===== config.mk =====
export PLATFORM = sky130hd
export DESIGN_NAME = icache_miss_mshr_array
export DESIGN_NICKNAME = d
export VERILOG_FILES = /design/src/rtl/icache_miss_mshr_array.sv
export SDC_FILE = /design/constraint.sdc
export NUM_CORES = 2
export LEC_CHECK = 0
export CORE_UTILIZATION = 30
export CTS_CLUSTER_DIAMETER = 60
export DETAILED_ROUTE_END_ITERATION = 10
export SLEW_MARGIN = 10
export SYNTH_ARGS = -nofsm -noshare
export SYNTH_HDL_FRONTEND = slang
export SYNTH_SLANG_ARGS = --single-unit

===== constraint.sdc =====
create_clock -name clock -period 5.3 [get_ports clock]
set_input_delay 0.53 -clock clock [delete_from_list [all_inputs] [get_ports clock]]
set_output_delay 0.53 -clock clock [all_outputs]
set_load 0.01 [all_outputs]

===== src/rtl/icache_miss_mshr_array.sv =====
// ICache miss-handling array: merges duplicate line misses, issues one A request per
// entry, assembles multi-beat D data by source, and returns whole lines to the refill path.
//
// state  | meaning
// FREE   | entry unused, may be allocated
// WAIT_A | line allocated, A request not yet accepted
// WAIT_D | A accepted, collecting D beats (flushed entries drain silently)
// DONE   | line assembled, waiting for the refill consumer
module icache_miss_mshr_array #(
    parameter int N_MSHR = 4,
    parameter int ADDR_W = 48,
    parameter int BEAT_W = 256,
    parameter int BEATS  = 2,
    parameter int SRC_W  = 4
) (
    input  logic                     clock,
    input  logic                     reset,
    input  logic                     req_valid,
    output logic                     req_ready,
    input  logic [ADDR_W-1:0]        req_paddr,
    output logic                     a_valid,
    input  logic                     a_ready,
    output logic [SRC_W-1:0]         a_source,
    output logic [ADDR_W-1:0]        a_address,
    input  logic                     d_valid,
    input  logic [2:0]               d_opcode,
    input  logic [SRC_W-1:0]         d_source,
    input  logic [BEAT_W-1:0]        d_data,
    input  logic                     d_corrupt,
    output logic                     resp_valid,
    input  logic                     resp_ready,
    output logic [ADDR_W-1:0]        resp_paddr,
    output logic [BEAT_W*BEATS-1:0]  resp_data,
    output logic                     resp_corrupt,
    input  logic                     flush,
    output logic                     busy
);
    localparam int IDX_W  = (N_MSHR > 1) ? $clog2(N_MSHR) : 1;
    localparam int CNT_W  = (BEATS > 1) ? $clog2(BEATS) : 1;
    localparam int LINE_W = BEAT_W * BEATS;
    localparam int OFF    = $clog2(LINE_W / 8);
    localparam logic [ADDR_W-1:0] OFF_MASK = ADDR_W'((64'd1 << OFF) - 64'd1);
    localparam logic [SRC_W:0]    N_SRC    = (SRC_W + 1)'(N_MSHR);

    typedef enum logic [1:0] {FREE = 2'd0, WAIT_A = 2'd1, WAIT_D = 2'd2, DONE = 2'd3} ent_state_t;

    ent_state_t          state_q   [N_MSHR];
    ent_state_t          state_nxt [N_MSHR];
    logic [ADDR_W-1:0]   line_q    [N_MSHR];
    logic [CNT_W-1:0]    cnt_q     [N_MSHR];
    logic [LINE_W-1:0]   data_q    [N_MSHR];
    logic                corrupt_q [N_MSHR];
    logic                flushed_q [N_MSHR];

    logic                a_hold_q, r_hold_q;
    logic [IDX_W-1:0]    a_hold_idx_q, r_hold_idx_q;

    logic [ADDR_W-1:0]   req_line;
    logic                merge_hit, free_any, a_any, done_any;
    logic [IDX_W-1:0]    free_idx, a_low, r_low, a_sel, r_sel, d_idx;
    logic                alloc, a_fire, resp_fire, d_hit, d_last;

    assign req_line = req_paddr & ~OFF_MASK;

    always_comb begin
        merge_hit = 1'b0;
        free_any  = 1'b0;
        free_idx  = '0;
        a_any     = 1'b0;
        a_low     = '0;
        done_any  = 1'b0;
        r_low     = '0;
        busy      = 1'b0;
        // Walk downwards so the lowest matching index is the one left standing.
        for (int i = N_MSHR - 1; i >= 0; i--) begin
            if (state_q[i] != FREE && !flushed_q[i] && line_q[i] == req_line) merge_hit = 1'b1;
            if (state_q[i] == FREE) begin
                free_any = 1'b1;
                free_idx = IDX_W'(i);
            end
            if (state_q[i] == WAIT_A) begin
                a_any = 1'b1;
                a_low = IDX_W'(i);
            end
            if (state_q[i] == DONE) begin
                done_any = 1'b1;
                r_low    = IDX_W'(i);
            end
            if (state_q[i] != FREE) busy = 1'b1;
        end
    end

    // A presented-but-stalled winner is held so a lower entry cannot swap in mid-handshake.
    assign a_sel = (a_hold_q && state_q[a_hold_idx_q] == WAIT_A) ? a_hold_idx_q : a_low;
    assign r_sel = (r_hold_q && state_q[r_hold_idx_q] == DONE) ? r_hold_idx_q : r_low;

    assign req_ready    = !flush && (merge_hit || free_any);
    assign alloc        = req_valid && req_ready && !merge_hit;

    assign a_valid      = a_any && !flush;
    assign a_fire       = a_valid && a_ready;
    assign a_source     = a_valid ? SRC_W'(a_sel) : '0;
    assign a_address    = a_valid ? line_q[a_sel] : '0;

    assign resp_valid   = done_any && !flush;
    assign resp_fire    = resp_valid && resp_ready;
    assign resp_paddr   = resp_valid ? line_q[r_sel] : '0;
    assign resp_data    = resp_valid ? data_q[r_sel] : '0;
    assign resp_corrupt = resp_valid ? corrupt_q[r_sel] : 1'b0;

    assign d_idx  = d_source[IDX_W-1:0];
    assign d_hit  = d_valid && d_opcode == 3'd1 && ({1'b0, d_source} < N_SRC) && state_q[d_idx] == WAIT_D;
    assign d_last = cnt_q[d_idx] == CNT_W'(BEATS - 1);

    always_comb begin
        for (int i = 0; i < N_MSHR; i++) begin
            state_nxt[i] = state_q[i];
            unique case (state_q[i])
                FREE:    if (alloc && free_idx == IDX_W'(i)) state_nxt[i] = WAIT_A;
                WAIT_A:  if (flush) state_nxt[i] = FREE;
                         else if (a_fire && a_sel == IDX_W'(i)) state_nxt[i] = WAIT_D;
                WAIT_D:  if (d_hit && d_idx == IDX_W'(i) && d_last)
                             state_nxt[i] = (flushed_q[i] || flush) ? FREE : DONE;
                DONE:    if (flush) state_nxt[i] = FREE;
                         else if (resp_fire && r_sel == IDX_W'(i)) state_nxt[i] = FREE;
                default: state_nxt[i] = FREE;
            endcase
        end
    end

    always_ff @(posedge clock or negedge reset) begin
        if (!reset) begin
            for (int i = 0; i < N_MSHR; i++) state_q[i] <= FREE;
        end else begin
            state_q <= state_nxt;
        end
    end

    always_ff @(posedge clock or negedge reset) begin
        if (!reset) begin
            for (int i = 0; i < N_MSHR; i++) begin
                line_q[i]    <= '0;
                cnt_q[i]     <= '0;
                data_q[i]    <= '0;
                corrupt_q[i] <= 1'b0;
                flushed_q[i] <= 1'b0;
            end
            a_hold_q     <= 1'b0;
            a_hold_idx_q <= '0;
            r_hold_q     <= 1'b0;
            r_hold_idx_q <= '0;
        end else begin
            for (int i = 0; i < N_MSHR; i++) begin
                if (alloc && free_idx == IDX_W'(i)) begin
                    line_q[i]    <= req_line;
                    cnt_q[i]     <= '0;
                    corrupt_q[i] <= 1'b0;
                    flushed_q[i] <= 1'b0;
                end
                if (flush && state_q[i] == WAIT_D) flushed_q[i] <= 1'b1;
                if (d_hit && d_idx == IDX_W'(i)) begin
                    for (int k = 0; k < BEATS; k++) begin
                        if (cnt_q[i] == CNT_W'(k)) data_q[i][k*BEAT_W +: BEAT_W] <= d_data;
                    end
                    cnt_q[i]     <= cnt_q[i] + CNT_W'(1);
                    corrupt_q[i] <= corrupt_q[i] | d_corrupt;
                end
            end
            a_hold_q     <= a_valid && !a_ready;
            a_hold_idx_q <= a_sel;
            r_hold_q     <= resp_valid && !resp_ready;
            r_hold_idx_q <= r_sel;
        end
    end
endmodule


==> impl_results.md <==
- Async set-or-reset flop fraction in the synthesized netlist: 100%
- Total Wirelength: 368000 microns
- Peak VDD IR: 239 uV
- Initial DRC Count: roughly 7100
- Top cells by area, synth: dfrtp_1 53%, nand2_1 20%, mux4_2 11%
- Status: finished, final reports clean
- Placer Congestion: 0.938
- PD cells: about 350 mW/mm^2
- Syn Inst Count: 10800
- Worst-path cell chain: nand2_2 > mux4_2 > nand2b_4 > mux2i_4 > bufinv_16 > buf_16 > bufbuf_16 > mux4_2 > and2_1 > clkdlybuf4s50_1
- Fin nets: around 12000
- Leakage: roughly 64 nW
- Largest net degree at the start of global routing: 174
- Clock period minus worst slack: 5.13 ns
- Worst reg2reg path depth: 8
- Die area: approximately 0.35 sq mm
- Clock Latency Late Sink: ~0.9 ns
- Core area: 0.347 sq mm
- Reg2reg end: line_q[56]
- Met2 wire length: 168000 microns
- Fmax: 195 MHz
- Die Span Y: 594 microns
- Final period utilization: 96.9%
- Post-synth top flop: dfrtp_1
- Most common cell in the netlist: nand2_1
- Commonest cells in the netlist: 5522 x nand2_1, 2242 x dfrtp_1, 860 x clkbuf_1
- Chip width: 594 microns
- Worst Tran Pin Value: 1.21 ns
- Post-detail-place hpwl: 231000 microns
- Number of enable flip-flop cells after synthesis: 0
- WP buf/inv: 4
- Synth top area share: 53.4%
- Worst r2r src: line_q[109]
- Worst Path Arrival: 4.60 ns
- Setup Skew: around 0.066 ns
- Total grt overflow: 0
- Worst Path Required: between 4 and 5 ns
- Syn. warnings: 0
- CP Launch Type: register
- Worst hold-check path type: in2async
- Final setup violation count: 0
- Relative slew margins: between 10% and 20%
- Top Layer Used: met5
- Metal-1 WL: between 150000 and 200000 microns
- Dpl ws: approximately 0.46 ns
- Critical path type: reg2out
- Initial antenna violation count: 68
- Total power: between 40 and 50 mW
- Metal3 WL: 29200 microns
- Via count: roughly 80000
- Area leader, netlist: dfrtp_1
- Std-Cell Rows: 216
- Register area share after synthesis: approximately 53%
- Mapped Area: 0.105 sq mm
- Io pins: between 900 and 1000
- PortBufs: 915
- Vias per cell: 4.94
- Num CTS Buffers: about 280
- # Max-Cap Violations: 0
- H-tree depth: 5
- Fin util: 37.1%
- CTS tree: done
- Clock Sink Count: 2242
- First-pass GRT wire length: 551000 microns
- Unrepaired setup endpoints after global routing: true
- Initial Utilization: between 30% and 40%
- Crit Path Max Fanout: 15
- Gr usage total: 20.6%
- Worst path top cell family by delay: buffers and inverters
- Clock slew seen by the registers of the worst setup and hold paths: 0.06 ns
- Yosys cell types: about 60
- DR WL/cell: 22.9 microns
- Yosys reg bits: 2242
- Worst-case clock buffer depth: 4
- CP endpoint kind: primary output
- Post-route DRC: 0
- Final Hold Viols: 0
- DRT antenna net count: 0
- 1st-pass router iterations: 5
- Hold Slack: 0.272 ns
- Worst setup margin: between 0.15 and 0.2 ns
- P&R area growth vs syn: 22.8%
- Root Buffer: clkbuf_16
- Layout cells sized above 1: 13.3%
- Vias in the first global route: 79700
- CP max-delay cell: clkdlybuf4s50_1
- Register-to-register setup slack: 1.48 ns
- Largest stage delay, worst path: 0.52 ns
- Most used cell, CP: mux4_2
- Fin. max-slew vios: 0
- Syn Area/Cell: slightly below 10 sq um
registers in the layout (all words and copies together) (netlist names):
register,cells
a_hold_idx_q,2
a_hold_q,1
cnt_q,4
corrupt_q,4
data_q,2048
flushed_q,4
line_q,168
r_hold_idx_q,2
r_hold_q,1
state_q,8
metal layers:
metal / GRT usage (%) / up-vias
li1: - / 35500
met1: 27.4 / 40400
met2: 31.9 / 2854
met3: 4.79 / 696
met4: 9.07 / 44
met5: 0 / -
layout by cell type (no fill, tap or decap), types with 56 or more instances in the layout:
| cell | instances |
|---|---|
| nand2_1 | 5515 |
| xor2_1 | 160 |
| clkbuf_1 | 56 |
| clkdlybuf4s50_1 | 873 |
| mux2_1 | 174 |
| buf_12 | 95 |
| clkbuf_16 | 282 |
| and2_1 | 520 |
| a31oi_1 | 65 |
| mux2_2 | 276 |
| mux4_2 | 515 |
| buf_4 | 126 |
| dfrtp_1 | 2235 |
logic make-up after synthesis:
| logic type | after synthesis | synth area share [%] |
|---|---|---|
| simple gates | 6214 | 23.8 |
| flops | 2242 | 53.4 |
| buf+inv | 987 | 3.97 |
| mux | 968 | 15.9 |
| compound gates | 217 | 1.51 |
| xor+xnor | 168 | 1.40 |
| other cells | 1 | 0.00357 |
stage by stage:
stage / area [sq um] / instances / setup TNS (ns)
detailed placement: 119000 / 15500 / 0
global placement: 119000 / 15500 / 0
global route: 129000 / 16100 / -0.979
finish: 129000 / 16100 / 0
CTS: 129000 / 16000 / 0
floorplan: 105000 / 10800 / 0
layout make-up:
type	instances	area [sq um]
repair inverters	2	20.0
inverters	11	75.1
multi-input cells	7581	45000
fillers	34400	218000
diodes	44	110
clock buffers	387	7920
flip-flops and latches	2242	56100
well taps	4578	5730
repair buffers	1147	12500
clock inverters	99	1500
power breakdown:
part / internal (mW) / switching, mW / leakage [nW]
Combinational: 2.47 / 3.55 / 28.8
Clock: 11.8 / 7.95 / 4.60
Sequential: 18.2 / 1.07 / 31.0
Total: 32.4 / 12.6 / 64.3
worst max path at each step:
stage | start | end | slack (ns) | cells after the start
after floorplan | state_q[3] | resp_data[498] | 1.93 | 11
after global placement | state_q[6] | resp_data[180] | 0.50 | 10
after detailed placement | state_q[6] | resp_data[180] | 0.46 | 10
after CTS | state_q[7] | resp_data[210] | 0.04 | 11
after global routing | state_q[7] | resp_data[195] | -0.06 | 11
final | state_q[3] | resp_data[469] | 0.17 | 10
what timing repair did:
item,4_1_cts,5_1_grt
hold buffers,1,0
hold endpoints to repair,68,0
resized for setup,29,29
cloned,7,2
buffers inserted,11,0
endpoints found under the setup margin,530,80
Note: power is estimated with default switching activity, not from simulation.
